$ cat config.mk
export PLATFORM = sky130hd
export DESIGN_NAME = rxfifo_strm_arb
export DESIGN_NICKNAME = d
export VERILOG_FILES = /design/src/rtl/rxfifo_strm_arb_pkg.sv /design/src/rtl/rxfifo_strm_arb_skid.sv /design/src/rtl/rxfifo_strm_arb.sv
export SDC_FILE = /design/constraint.sdc
export NUM_CORES = 1
export LEC_CHECK = 0
export ABC_AREA = 1
export ABC_CLOCK_PERIOD_IN_PS = 3600
export BUFFER_PORTS_ARGS = -buffer_cell sky130_fd_sc_hd__clkbuf_2
export CORE_ASPECT_RATIO = 1.25
export CORE_MARGIN = 3
export CORE_UTILIZATION = 29
export CTS_CLUSTER_SIZE = 25
export DETAILED_ROUTE_END_ITERATION = 8
export PLACE_DENSITY_LB_ADDON = 0.25
export SLEW_MARGIN = 20
export SYNTH_ARGS = -nofsm -noshare
export SYNTH_HDL_FRONTEND = slang
export SYNTH_SLANG_ARGS = --single-unit
export TNS_END_PERCENT = 1
$ cat constraint.sdc
create_clock -name clk -period 3.6 [get_ports clk]
set_input_delay 0.72 -clock clk [delete_from_list [all_inputs] [get_ports clk]]
set_output_delay 0.72 -clock clk [all_outputs]
set_load 0.005 [all_outputs]
$ cat src/rtl/rxfifo_strm_arb_pkg.sv
// rxfifo_arb_pkg: shared types and source ids for the RX FIFO stream arbiter.
package rxfifo_arb_pkg;
    typedef enum logic [2:0] {IDLE, GNT0, GNT1, ABORT, DRAIN} arb_state_t;
    typedef logic [1:0] grant_t;
    localparam logic SRC_SERIAL = 1'b0;
    localparam logic SRC_BIDIR  = 1'b1;
endpackage

$ cat src/rtl/rxfifo_strm_arb_skid.sv
// axis_skid_buf: 2-entry registered AXI-stream slice; ready only drops when both entries are held.
module axis_skid_buf #(
    parameter int DW = 32,
    parameter int UW = 4
) (
    input  logic          clk,
    input  logic          rst_n,
    input  logic [DW-1:0] s_tdata_i,
    input  logic [UW-1:0] s_tuser_i,
    input  logic          s_tlast_i,
    input  logic          s_tvalid_i,
    output logic          s_tready_o,
    output logic [DW-1:0] m_tdata_o,
    output logic [UW-1:0] m_tuser_o,
    output logic          m_tlast_o,
    output logic          m_tvalid_o,
    input  logic          m_tready_i
);
    localparam int PW = DW + UW + 1;
    logic [PW-1:0] in_w, out_q, out_d, sk_q, sk_d;
    logic          out_vld_q, out_vld_d, sk_vld_q, sk_vld_d, push, load;

    assign in_w       = {s_tlast_i, s_tuser_i, s_tdata_i};
    assign s_tready_o = !sk_vld_q;
    assign push       = s_tvalid_i && !sk_vld_q;
    assign load       = !out_vld_q || m_tready_i;
    assign out_vld_d  = load ? (sk_vld_q || push) : out_vld_q;
    assign out_d      = !load ? out_q : sk_vld_q ? sk_q : push ? in_w : out_q;
    assign sk_vld_d   = load ? 1'b0 : (sk_vld_q || push);
    assign sk_d       = (!load && push) ? in_w : sk_q;
    assign {m_tlast_o, m_tuser_o, m_tdata_o} = out_q;
    assign m_tvalid_o = out_vld_q;

    // output register refills from the skid entry first so beat order is kept
    always_ff @(posedge clk or negedge rst_n) begin
        if (!rst_n) begin
            out_q     <= '0;
            sk_q      <= '0;
            out_vld_q <= 1'b0;
            sk_vld_q  <= 1'b0;
        end else begin
            out_q     <= out_d;
            sk_q      <= sk_d;
            out_vld_q <= out_vld_d;
            sk_vld_q  <= sk_vld_d;
        end
    end
endmodule

$ cat src/rtl/rxfifo_strm_arb.sv
// rxfifo_strm_arb: packet-aware round-robin 2:1 AXI-stream merge in front of the RX FIFO.
// Define RXFIFO_STRM_ARB_TIMEOUT_EN to abort and drain packets that stall mid-packet.
module rxfifo_strm_arb
    import rxfifo_arb_pkg::*;
#(
    parameter int DW   = 32,
    parameter int UW   = 4,
    parameter int CNTW = 16
`ifdef RXFIFO_STRM_ARB_TIMEOUT_EN
    ,
    parameter int TMO_CYC = 1024
`endif
) (
    input  logic            clk,
    input  logic            rst_n,
    input  logic            arb_en,
    input  logic [DW-1:0]   s0_tdata,
    input  logic [UW-1:0]   s0_tuser,
    input  logic            s0_tlast,
    input  logic            s0_tvalid,
    output logic            s0_tready,
    input  logic [DW-1:0]   s1_tdata,
    input  logic [UW-1:0]   s1_tuser,
    input  logic            s1_tlast,
    input  logic            s1_tvalid,
    output logic            s1_tready,
    output logic [DW-1:0]   m_tdata,
    output logic [UW-1:0]   m_tuser,
    output logic            m_tlast,
    output logic            m_tvalid,
    input  logic            m_tready,
    output grant_t          grant,
    output logic [CNTW-1:0] pkt_cnt0,
    output logic [CNTW-1:0] pkt_cnt1,
    output logic [CNTW-1:0] abort_cnt
);
    arb_state_t      state_q, state_d;
    logic            last_q, last_d;
    logic [CNTW-1:0] cnt0_q, cnt0_d, cnt1_q, cnt1_d;
    logic            own, in_gnt, in_abort, in_drain, pick;
    logic            sel_vld, sel_last, sel_rdy, acc, sk_vld, sk_rdy;
    logic [DW-1:0]   sel_data;
    logic [UW-1:0]   sel_user;

`ifdef RXFIFO_STRM_ARB_TIMEOUT_EN
    localparam int TW = $clog2(TMO_CYC + 1);
    logic            own_q, own_d;
    logic [TW-1:0]   stall_q, stall_d;
    logic [CNTW-1:0] abort_q, abort_d;
    assign in_abort  = state_q == ABORT;
    assign in_drain  = state_q == DRAIN;
    assign own       = own_q;
    assign abort_cnt = abort_q;
`else
    assign in_abort  = 1'b0;
    assign in_drain  = 1'b0;
    assign own       = state_q == GNT1;
    assign abort_cnt = '0;
`endif

    assign in_gnt    = (state_q == GNT0) || (state_q == GNT1);
    assign sel_vld   = own ? s1_tvalid : s0_tvalid;
    assign sel_last  = own ? s1_tlast  : s0_tlast;
    assign sel_data  = own ? s1_tdata  : s0_tdata;
    assign sel_user  = own ? s1_tuser  : s0_tuser;
    assign sel_rdy   = (in_gnt && sk_rdy) || in_drain;
    assign acc       = sel_vld && sel_rdy;
    assign s0_tready = sel_rdy && !own;
    assign s1_tready = sel_rdy && own;
    assign grant     = (in_gnt || in_abort || in_drain) ? (own ? 2'b10 : 2'b01) : 2'b00;
    assign pick      = (s0_tvalid && s1_tvalid) ? !last_q : s1_tvalid;
    assign sk_vld    = (in_gnt && sel_vld) || in_abort;
    assign pkt_cnt0  = cnt0_q;
    assign pkt_cnt1  = cnt1_q;

    axis_skid_buf #(.DW(DW), .UW(UW)) u_skid (
        .clk        (clk),
        .rst_n      (rst_n),
        .s_tdata_i  (in_abort ? '0 : sel_data),
        .s_tuser_i  (in_abort ? UW'(1) : sel_user),
        .s_tlast_i  (in_abort || sel_last),
        .s_tvalid_i (sk_vld),
        .s_tready_o (sk_rdy),
        .m_tdata_o  (m_tdata),
        .m_tuser_o  (m_tuser),
        .m_tlast_o  (m_tlast),
        .m_tvalid_o (m_tvalid),
        .m_tready_i (m_tready)
    );

    // grant at packet boundaries only; release and count on the accepted tlast
    always_comb begin
        state_d = state_q;
        last_d  = last_q;
        cnt0_d  = cnt0_q;
        cnt1_d  = cnt1_q;
        if (state_q == IDLE && arb_en && (s0_tvalid || s1_tvalid))
            state_d = (pick == SRC_SERIAL) ? GNT0 : GNT1;
        if (in_gnt && acc && sel_last) begin
            state_d = IDLE;
            last_d  = own;
            cnt0_d  = own ? cnt0_q : cnt0_q + 1'b1;
            cnt1_d  = own ? cnt1_q + 1'b1 : cnt1_q;
        end
`ifdef RXFIFO_STRM_ARB_TIMEOUT_EN
        own_d   = (state_q == IDLE) ? pick : own_q;
        stall_d = (!in_gnt || acc) ? '0 : stall_q + TW'(!sel_vld);
        abort_d = abort_q;
        if (in_gnt && stall_d == TW'(TMO_CYC))
            state_d = ABORT;
        if (in_abort && sk_rdy) begin
            state_d = DRAIN;
            abort_d = abort_q + 1'b1;
        end
        if (in_drain && acc && sel_last) begin
            state_d = IDLE;
            last_d  = own;
        end
`endif
    end

    // arbiter state, round-robin pointer (last served source) and packet counters
    always_ff @(posedge clk or negedge rst_n) begin
        if (!rst_n) begin
            state_q <= IDLE;
            last_q  <= SRC_BIDIR;
            cnt0_q  <= '0;
            cnt1_q  <= '0;
        end else begin
            state_q <= state_d;
            last_q  <= last_d;
            cnt0_q  <= cnt0_d;
            cnt1_q  <= cnt1_d;
        end
    end

`ifdef RXFIFO_STRM_ARB_TIMEOUT_EN
    // owner of an aborted packet, stall timer and abort counter
    always_ff @(posedge clk or negedge rst_n) begin
        if (!rst_n) begin
            own_q   <= SRC_SERIAL;
            stall_q <= '0;
            abort_q <= '0;
        end else begin
            own_q   <= own_d;
            stall_q <= stall_d;
            abort_q <= abort_d;
        end
    end
`endif
endmodule

==> flow_summary.yaml, run 1 <==
outcome:
  run_status: "finished, final reports clean"
logic_synthesis:
  yosys.cell_types.count: 26
  yosysSeqAreaShare: 0.467
  ys_ff_latch: 111
  post_synth_instance_area_sq_um: 5950
  ys.warnings.count: 0
  postSynthAreaPerCell_sq_um: 7.04
  postSynthCellCount: 844
clock_network:
  tritoncts: "built"
  clockRootBuffer: "sky130_fd_sc_hd__clkbuf_16"
  cts_buffers: 9
  cts.hold.buffers_added: 0
  insertion_delay_ps: 350
  worst_setup_hold_path_clk_slew_ps: 80
  cts.sink_count: 111
  cts.htree.levels: 3
  postCtsResizedCells: 0
  post-cts-setup-buffer-count: 0
  clockBufferDepth: 2
routing:
  drtIter0Drc: 199
  route.vias.total: 5292
  drt-total-wl_um: 15000
  antenna_left: 0
  drtPass1Iterations: 4
  avgViaCountPerCell: 4.24
  avgRoutedWirePerCell_um: 12.0
  detail_route.drc_violations: 0
pwr:
  report.power.total_mw: 5.03
  static-leakage-power_nw: 3.95
  power_density_nw_per_um2: 706
  ir_worst_vdd_mv: 0.469
min_path:
  min-delay-path-class: "primary input to async pin"
sta:
  final.setup.worst_slack_ps: 1260
  finalCritPeriodShare: 0.649
  setup_viol: 0
  max_slew.worst_pin.slew_ps: 742
  max_clock_freq_ghz: 0.428
  totalNegativeSetupSlack_ps: 0
  slew_headroom: 0.505
  drv_slew: 0
  final.min_clock_period_ps: 2340
  rsz_0062_raised_after_global_routing: "no"
  fin_worst_skew_ps: 10.9
  timing.hold.ws_ps: 417
  hold_viol: 0
critical_path:
  r2r.worst_path.cells: 8
  arrival_ps: 1620
  worst_path_largest_cell_delay_ps: 400
  reg2reg_setup_slack_ps: 1520
  cp-start-kind: "flop"
  timing.setup.critical_path_class: "flop to output pin"
  largest_fanout_on_the_critical_path: 4
  r2r-start: "state_q[0]$_DFFE_PN0P_"
  worst_path_most_repeated_cell: "sky130_fd_sc_hd__inv_1"
  crit_slowest_cell: "sky130_fd_sc_hd__dfrtp_1"
  critPathRequiredTime_ps: 2880
  worstReg2RegEnd: "u_skid.sk_q[36]$_DFFE_PN0P_"
  critical_path_sink_type: "output pin"
  timing.critical_path.max_delay_family: "flip-flops"
  worst_path_bufs_invs: 4
  critical_path.cell_chain: "inv_1 > ha_1 > inv_1 > nor2_1 > inv_1 > nor2_1 > clkbuf_2"
floorplanning:
  initial_core_util: 0.301
  io-pin-count: 170
  area_of_the_placeable_core_sq_um: 19800
  die-width_um: 134
  die_area_sq_um: 22300
  die_h_um: 166
  std_cell_rows: 57
grt:
  grt_start_max_net_pins: 75
  grt_first_pass_wirelength_um: 25100
  first_global_vias: 4948
  grt_use_total: 0.136
  grt_remaining_overflow: 0
  antenna_violations_before_repair: 0
finish:
  drive_above_1_share: 0.191
  fillers: 2159
  num-nets-final: 1065
  area_growth_pct: 19.8
  final_cell_count_no_fill: 1248
  antenna_cells: 0
placement:
  detailed_place_hpwl_um: 10100
  numPortBuffers: 153
  globalplace.congestion: 0.736
  instance_count_after_placement_with_tap_cells_included: 1233
  place_worst_setup_slack_ps: 1400
run:
  drv_cap: 0
[flip-flops by register name, indices dropped and copies added (netlist names)]
register           count
u_skid.out_q          37
u_skid.sk_q           37
pkt_cnt0              16
pkt_cnt1              16
state_q                2
last_q                 1
u_skid.m_tvalid_o      1
u_skid.sk_vld_q        1
[placed cells by master (no fill, tap or decap), drive strengths merged]
| master | instances |
|---|---|
| nor3 | 2 |
| nand2 | 440 |
| nor2 | 35 |
| nand4 | 10 |
| inv | 78 |
| dfstp | 1 |
| buf | 8 |
| nand3 | 22 |
| clkinv | 4 |
| conb | 16 |
| ha | 6 |
| nand3b | 1 |
| o21ai | 77 |
| dfrtp | 110 |
| clkbuf | 161 |
| xnor2 | 6 |
| a21oi | 2 |
| xor2 | 3 |
| a21boi | 1 |
[power breakdown]
part	switching (mW)	leakage [nW]	internal, mW	total, mW
clock network	0.486	0.136	0.472	0.959
registers	0.213	1.41	1.72	1.94
logic	1.40	2.41	0.739	2.14
total	2.10	3.95	2.93	5.03
[stage by stage]
step | util | cell area, sq um
6_report | 0.361 | 7130
2_1_floorplan | - | 6000
4_1_cts | 0.361 | 7130
3_3_place_gp | 0.347 | 6860
5_1_grt | 0.361 | 7130
3_5_place_dp | 0.347 | 6860
[synth_stat cells]
cell,n,area (sq um)
sky130_fd_sc_hd__nand2_1,438,1640
sky130_fd_sc_hd__dfrtp_1,110,2750
sky130_fd_sc_hd__inv_1,72,270
sky130_fd_sc_hd__o21ai_0,45,225
sky130_fd_sc_hd__nor2_1,34,128
sky130_fd_sc_hd__o21ai_1,32,160
sky130_fd_sc_hd__buf_4,25,188
sky130_fd_sc_hd__nand3_1,21,105
sky130_fd_sc_hd__buf_2,16,80.1
sky130_fd_sc_hd__nand4_1,10,62.6
sky130_fd_sc_hd__ha_1,6,75.1
sky130_fd_sc_hd__xnor2_1,6,52.6
sky130_fd_sc_hd__clkbuf_1,5,18.8
sky130_fd_sc_hd__inv_2,4,15.0
sky130_fd_sc_hd__buf_1,3,11.3
sky130_fd_sc_hd__xor2_1,3,26.3
sky130_fd_sc_hd__a21oi_1,2,10.0
sky130_fd_sc_hd__buf_6,2,22.5
sky130_fd_sc_hd__nand2_2,2,12.5
sky130_fd_sc_hd__nor3_2,2,20.0
sky130_fd_sc_hd__a21boi_0,1,7.51
sky130_fd_sc_hd__conb_1,1,3.75
sky130_fd_sc_hd__dfstp_2,1,26.3
sky130_fd_sc_hd__nand3_2,1,10.0
sky130_fd_sc_hd__nand3b_1,1,7.51
sky130_fd_sc_hd__nor2_4,1,11.3
[final cells by class]
class,count,area [sq um],share of cell area
Sequential cell,111,2780,0.390
Multi-Input combinational cell,621,2630,0.369
Timing Repair Buffer,160,833,0.117
Tap cell,265,332,0.0465
Inverter,76,285,0.0400
Clock buffer,9,225,0.0316
Clock inverter,6,45.0,0.00632
[logic make-up after synthesis]
group	synth area share
xor gates and xnor gates	0.0133
DFF	0.467
other	0.000631
adders and majority gates	0.0126
AOI/OAI and AO/OA	0.0678
buffers and inverters	0.102
and+or+nand+nor	0.336
[worst max path at each step]
stage / from / end / slack (ps) / cells past startpoint
2_1_floorplan: state_q[0]$_DFFE_PN0P_ / s0_tready / 1680 / 5
3_3_place_gp: s1_tvalid / u_skid.out_q[7]$_DFFE_PN0P_ / 1480 / 9
3_5_place_dp: m_tready / u_skid.sk_q[2]$_DFFE_PN0P_ / 1400 / 6
4_1_cts: state_q[1]$_DFFE_PN0P_ / s0_tready / 1230 / 7
5_1_grt: state_q[1]$_DFFE_PN0P_ / s0_tready / 1100 / 7
6_report: state_q[1]$_DFFE_PN0P_ / s0_tready / 1260 / 7
[per-layer routing]
metal / wire length, um / share of wire / track usage / vias to the layer above
met3: 627 / 0.042 / 0.0230 / 12
met2: 6830 / 0.46 / 0.226 / 110
met1: 7240 / 0.48 / 0.181 / 2357
li1: - / - / - / 2813
met4: 250 / 0.017 / 0.0452 / 0
met5: 0 / 0 / 0 / -
No activity file was read; power rests on OpenSTA's default activity.
==> run 2, diff against run 1 <==
--- a/config.mk
+++ b/config.mk
@@ -6,7 +6,7 @@
 export NUM_CORES = 1
 export LEC_CHECK = 0
 export ABC_AREA = 1
-export ABC_CLOCK_PERIOD_IN_PS = 3600
+export ABC_CLOCK_PERIOD_IN_PS = 2150
 export BUFFER_PORTS_ARGS = -buffer_cell sky130_fd_sc_hd__clkbuf_2
 export CORE_ASPECT_RATIO = 1.25
 export CORE_MARGIN = 3
==> constraint.sdc (replaced) <==
create_clock -name clk -period 2.15 [get_ports clk]
set_input_delay 0.43 -clock clk [delete_from_list [all_inputs] [get_ports clk]]
set_output_delay 0.43 -clock clk [all_outputs]
set_load 0.005 [all_outputs]
==> run 2 against run 1 <==
Global-route usage grew 0.19 points. Die area is the same. Via count is 0.79% higher. Combinational power grew 79%. Clock power grew 67%. Critical path type unchanged. Final area up 2.3%. Sequential share of layout area decreased by 0.87 points. Sequential power up 67%.
==> flow_summary.yaml, run 2 (synthesis results as in run 1) <==
outcome:
  run_status: "finished, final reports clean"
floorplanning:
  die_h_um: 166
  initial_core_util: 0.301
  die-width_um: 134
  area_of_the_placeable_core_sq_um: 19800
  io-pin-count: 170
  std_cell_rows: 57
  die_area_sq_um: 22300
clock_network:
  cts.sink_count: 111
  cts.htree.levels: 3
  insertion_delay_ps: 350
  worst_setup_hold_path_clk_slew_ps: 80
  clockBufferDepth: 2
  cts_buffers: 9
  tritoncts: "built"
  clockRootBuffer: "sky130_fd_sc_hd__clkbuf_16"
placement:
  numPortBuffers: 153
  detailed_place_hpwl_um: 10900
  globalplace.congestion: 0.756
finish:
  final_common_cell: "sky130_fd_sc_hd__nand2_1"
  antenna_cells: 0
  multiInputGateArea_sq_um: 2650
  layout_common_cells: "sky130_fd_sc_hd__nand2_1 (438), sky130_fd_sc_hd__clkbuf_2 (152), sky130_fd_sc_hd__dfrtp_1 (110)"
  fillers: 2151
  register_area_sq_um: 2780
  drive_above_1_share: 0.203
  num-nets-final: 1076
  largest_registers: "u_skid.out_q x37, u_skid.sk_q x37"
  area_growth_pct: 22.6
routing:
  route.vias.total: 5334
  drtPass1Iterations: 4
  avgRoutedWirePerCell_um: 12.1
  drtIter0Drc: 257
  antenna_left: 0
  drt-total-wl_um: 15300
  avgViaCountPerCell: 4.24
  detail_route.drc_violations: 0
pwr:
  ir_worst_vdd_mv: 0.491
  power_density_nw_per_um2: 1190
  static-leakage-power_nw: 4.02
  report.power.total_mw: 8.67
grt:
  antenna_violations_before_repair: 0
  grt_use_total: 0.138
  grt_remaining_overflow: 0
  grt_first_pass_wirelength_um: 25200
  grt_start_max_net_pins: 67
  first_global_vias: 4941
sta:
  final.min_clock_period_ps: 2050
  timing.hold.ws_ps: 410
  setup_viol: 0
  fin_worst_skew_ps: 12.8
  hold_viol: 0
  rsz_0062_raised_after_global_routing: "no"
  totalNegativeSetupSlack_ps: 0
  max_clock_freq_ghz: 0.488
  drv_slew: 0
  finalCritPeriodShare: 0.953
  slew_headroom: 0.646
  max_slew.worst_pin.slew_ps: 529
critical_path:
  cp-start-kind: "flop"
  timing.setup.critical_path_class: "flop to output pin"
  crit_slowest_cell: "sky130_fd_sc_hd__dfrtp_1"
  worst_path_largest_cell_delay_ps: 400
  worst_path_most_repeated_cell: "sky130_fd_sc_hd__inv_2"
  critPathRequiredTime_ps: 1720
  critical_path_sink_type: "output pin"
  largest_fanout_on_the_critical_path: 14
  critical_path.cell_chain: "inv_2 > ha_4 > inv_2 > buf_4 > nor2_2 > clkbuf_2"
  arrival_ps: 1620
run:
  drv_cap: 0
min_path:
  min-delay-path-class: "primary input to flop"
[run 2: cell count changes in the layout (fill, tap and decap cells not counted), sizes merged]
cell,previous run,this run
buf,8,18
dlygate4sd3,0,1
[run 2: critical path: cells and delay by family, from the launching register on]
family                   cells  cell delay [ps]
buffers and inverters        4              510
flip-flops                   1              400
adder cells (fa/ha/maj)      1              210
AND/OR/NAND/NOR              1              150
[run 2: final timing paths]
path                                               from                            to  slack [ps]  depth (start not counted)
max                              state_q[0]$_DFFE_PN0P_                     s1_tready         100                          6
min                                        s0_tdata[20]   u_skid.sk_q[20]$_DFFE_PN0P_         410                          5
max reg2reg                      state_q[1]$_DFFE_PN0P_       pkt_cnt1[9]$_DFFE_PN0P_         330                         11
min reg2reg                u_skid.out_q[35]$_DFFE_PN0P_  u_skid.out_q[35]$_DFFE_PN0P_         480                          2
max in group asynchronous                         rst_n        state_q[1]$_DFFE_PN0P_         950                          3
min in group asynchronous                         rst_n  u_skid.out_q[33]$_DFFE_PN0P_         520                          2
[run 2: through the flow]
step	setup slack, ps	util	cell area (sq um)	instances
after detailed placement	279	0.353	6970	1242
after CTS	22.0	0.368	7270	1259
after floorplan	524	-	6000	859
after global routing	22.0	0.369	7290	1259
final	101	0.369	7290	1259
after global placement	277	0.353	6970	1242
[run 2: repair_timing]
action / 4_1_cts / 5_1_grt
resized for setup: 2 / 3
setup buffers: 1 / 0
hold buffers: 1 / 0
setup endpoints to repair: 1 / 2
endpoints found under the hold margin: 20 / 0
[run 2: layout make-up]
cell class / instances / share of cell area
flip-flops and latches: 111 / 0.381
multi-input cells: 621 / 0.364
clock buffers: 9 / 0.0309
repair buffers: 171 / 0.133
inverters: 76 / 0.0391
well taps: 265 / 0.0455
clock inverters: 6 / 0.00618
[run 2: power by group]
| group | switching [mW] | leakage (nW) | internal, mW |
|---|---|---|---|
| registers | 0.356 | 1.41 | 2.89 |
| logic | 2.42 | 2.47 | 1.42 |
| clock network | 0.805 | 0.136 | 0.790 |
[run 2: per-layer routing]
layer | wire, um | global-route usage | up-vias
li1 | - | - | 2833
met1 | 7300 | 0.187 | 2380
met2 | 7190 | 0.229 | 108
met3 | 545 | 0.0182 | 13
met4 | 241 | 0.0469 | 0
met5 | 0 | 0 | -
==> run 3, diff against run 2 <==
--- a/config.mk
+++ b/config.mk
@@ -10,7 +10,7 @@
 export BUFFER_PORTS_ARGS = -buffer_cell sky130_fd_sc_hd__clkbuf_2
 export CORE_ASPECT_RATIO = 1.25
 export CORE_MARGIN = 3
-export CORE_UTILIZATION = 29
+export CORE_UTILIZATION = 45
 export CTS_CLUSTER_SIZE = 25
 export DETAILED_ROUTE_END_ITERATION = 8
 export PLACE_DENSITY_LB_ADDON = 0.25
==> run 3 against run 2 <==
Register-to-register slack worse by 70 ps. Clock skew shrank 4.6 ps. Utilization up 19 points. Sequential power is essentially flat. Sequential cell count did not move. Highest routed layer unchanged.
==> flow_summary.yaml, run 3 (synthesis results as in run 1) <==
critical_path:
  critical_path.cell_chain: "inv_1 > ha_1 > inv_1 > nor2_4 > inv_1 > nor2_1 > clkbuf_2"
  critical_path_sink_type: "output pin"
  r2r.worst_path.cells: 11
  cp-start-kind: "flop"
  critPathRequiredTime_ps: 1720
  r2r-start: "state_q[0]$_DFFE_PN0P_"
  worstReg2RegEnd: "pkt_cnt1[0]$_DFFE_PN0P_"
  timing.setup.critical_path_class: "flop to output pin"
  reg2reg_setup_slack_ps: 260
  worst_path_largest_cell_delay_ps: 380
  largest_fanout_on_the_critical_path: 4
  worst_path_most_repeated_cell: "sky130_fd_sc_hd__inv_1"
  arrival_ps: 1580
  crit_slowest_cell: "sky130_fd_sc_hd__dfrtp_1"
clock_network:
  tritoncts: "built"
  cts.htree.levels: 3
  worst_setup_hold_path_clk_slew_ps: 70
  cts.sink_count: 111
  clockBufferDepth: 2
  cts_buffers: 9
  cts.hold.buffers_added: 0
  insertion_delay_ps: 340
  clockRootBuffer: "sky130_fd_sc_hd__clkbuf_16"
finish:
  area_growth_pct: 20.3
  antenna_cells: 0
  final_common_cell: "sky130_fd_sc_hd__nand2_1"
  drive_above_1_share: 0.201
  fillers: 1260
  num-nets-final: 1076
  largest_registers: "u_skid.out_q x37, u_skid.sk_q x37"
  layout_common_cells: "sky130_fd_sc_hd__nand2_1 (438), sky130_fd_sc_hd__clkbuf_2 (152), sky130_fd_sc_hd__dfrtp_1 (110)"
  final_cell_count_no_fill: 1163
min_path:
  min-delay-path-class: "primary input to async pin"
routing:
  drtIter0Drc: 176
  route.vias.total: 5387
  detail_route.drc_violations: 0
  avgRoutedWirePerCell_um: 11.8
  antenna_left: 0
  drtPass1Iterations: 4
  drt-total-wl_um: 13800
  avgViaCountPerCell: 4.63
placement:
  numPortBuffers: 153
  instance_count_after_placement_with_tap_cells_included: 1147
  globalplace.congestion: 0.818
  detailed_place_hpwl_um: 10100
floorplanning:
  initial_core_util: 0.463
  std_cell_rows: 46
  area_of_the_placeable_core_sq_um: 12800
  die_area_sq_um: 14600
  die-width_um: 109
  io-pin-count: 170
  die_h_um: 135
grt:
  global_routing_usage_on_met3: 0.0359
  first_global_vias: 5065
  grt_use_total: 0.197
  met1_usage: 0.261
  global_route.usage.met2: 0.331
  gr-max-usage-layer: "met2"
  antenna_violations_before_repair: 0
  grt_first_pass_wirelength_um: 23400
  grt_start_max_net_pins: 75
  grt_remaining_overflow: 0
sta:
  slew_headroom: 0.617
  max_clock_freq_ghz: 0.499
  totalNegativeSetupSlack_ps: 0
  fin_worst_skew_ps: 8.19
  max_slew.worst_pin.slew_ps: 572
  finalCritPeriodShare: 0.933
  hold_viol: 0
  drv_slew: 0
  final.min_clock_period_ps: 2010
  setup_viol: 0
  rsz_0062_raised_after_global_routing: "no"
run:
  drv_cap: 0
pwr:
  power_density_nw_per_um2: 1210
  static-leakage-power_nw: 4.02
  ir_worst_vdd_mv: 0.593
  report.power.total_mw: 8.65
outcome:
  run_status: "finished, final reports clean"
==> run 3: cell count changes in the layout (fill, tap and decap cells not counted), moves of 2 or more <==
cell / delta
sky130_fd_sc_hd__ha_4: -2
sky130_fd_sc_hd__inv_2: -2
sky130_fd_sc_hd__clkinv_4: -2
sky130_fd_sc_hd__buf_12: -2
sky130_fd_sc_hd__nor2_2: -2
sky130_fd_sc_hd__buf_4: +3
==> run 3: layout make-up <==
| class | count | area [sq um] | area share |
|---|---|---|---|
| clock buffer | 11 | 243 | 0.0339 |
| tap | 168 | 210 | 0.0294 |
| multi-input combinational | 621 | 2630 | 0.368 |
| inverter | 76 | 288 | 0.0402 |
| clock inverter | 5 | 56.3 | 0.00787 |
| timing repair buffer | 171 | 941 | 0.132 |
| sequential | 111 | 2780 | 0.389 |
==> run 3: worst max-delay path by stage <==
stage | from | endpoint | slack (ps) | cells after the start
floorplan | state_q[0]$_DFFE_PN0P_ | u_skid.sk_q[10]$_DFFE_PN0P_ | 520 | 9
CTS | state_q[1]$_DFFE_PN0P_ | s1_tready | 20 | 7
detailed placement | state_q[0]$_DFFE_PN0P_ | pkt_cnt1[12]$_DFFE_PN0P_ | 150 | 11
global placement | state_q[0]$_DFFE_PN0P_ | pkt_cnt1[12]$_DFFE_PN0P_ | 230 | 11
finish | state_q[1]$_DFFE_PN0P_ | s1_tready | 140 | 7
global route | state_q[1]$_DFFE_PN0P_ | s1_tready | 20 | 7
==> run 3: metal layers <==
layer | wire (um) | part of all wire
met2 | 6620 | 0.48
met4 | 157 | 0.011
met3 | 724 | 0.053
met1 | 6250 | 0.45
met5 | 0 | 0
==> run 3: timing repair <==
action,4_1_cts,5_1_grt
setup endpoints to repair,0,11
resized for setup,0,4
buffers inserted,0,0
==> run 3: per-stage QoR <==
stage / cell area (sq um) / util / setup WS, ps / hold slack, ps
after detailed placement: 6840 / 0.533 / 150 / 396
final: 7150 / 0.557 / 145 / 15.1
after global placement: 6840 / 0.533 / 228 / 395
after floorplan: 6000 / - / 524 / 134
after global routing: 7150 / 0.557 / 21.1 / 33.0
after CTS: 7140 / 0.556 / 20.0 / 16.8
==> run 3: report_power, final <==
part | switching [mW] | internal (mW) | total (mW)
Combinational | 2.34 | 1.36 | 3.70
Sequential | 0.368 | 2.89 | 3.26
Clock | 0.752 | 0.937 | 1.69
Total | 3.46 | 5.19 | 8.65
==> run 3: worst max-delay path, delay by kind of cell, from the launching register on <==
kind	cells	cell delay, ps
flops	1	380
simple gates	2	190
fa+ha+maj	1	320
buf+inv	4	340
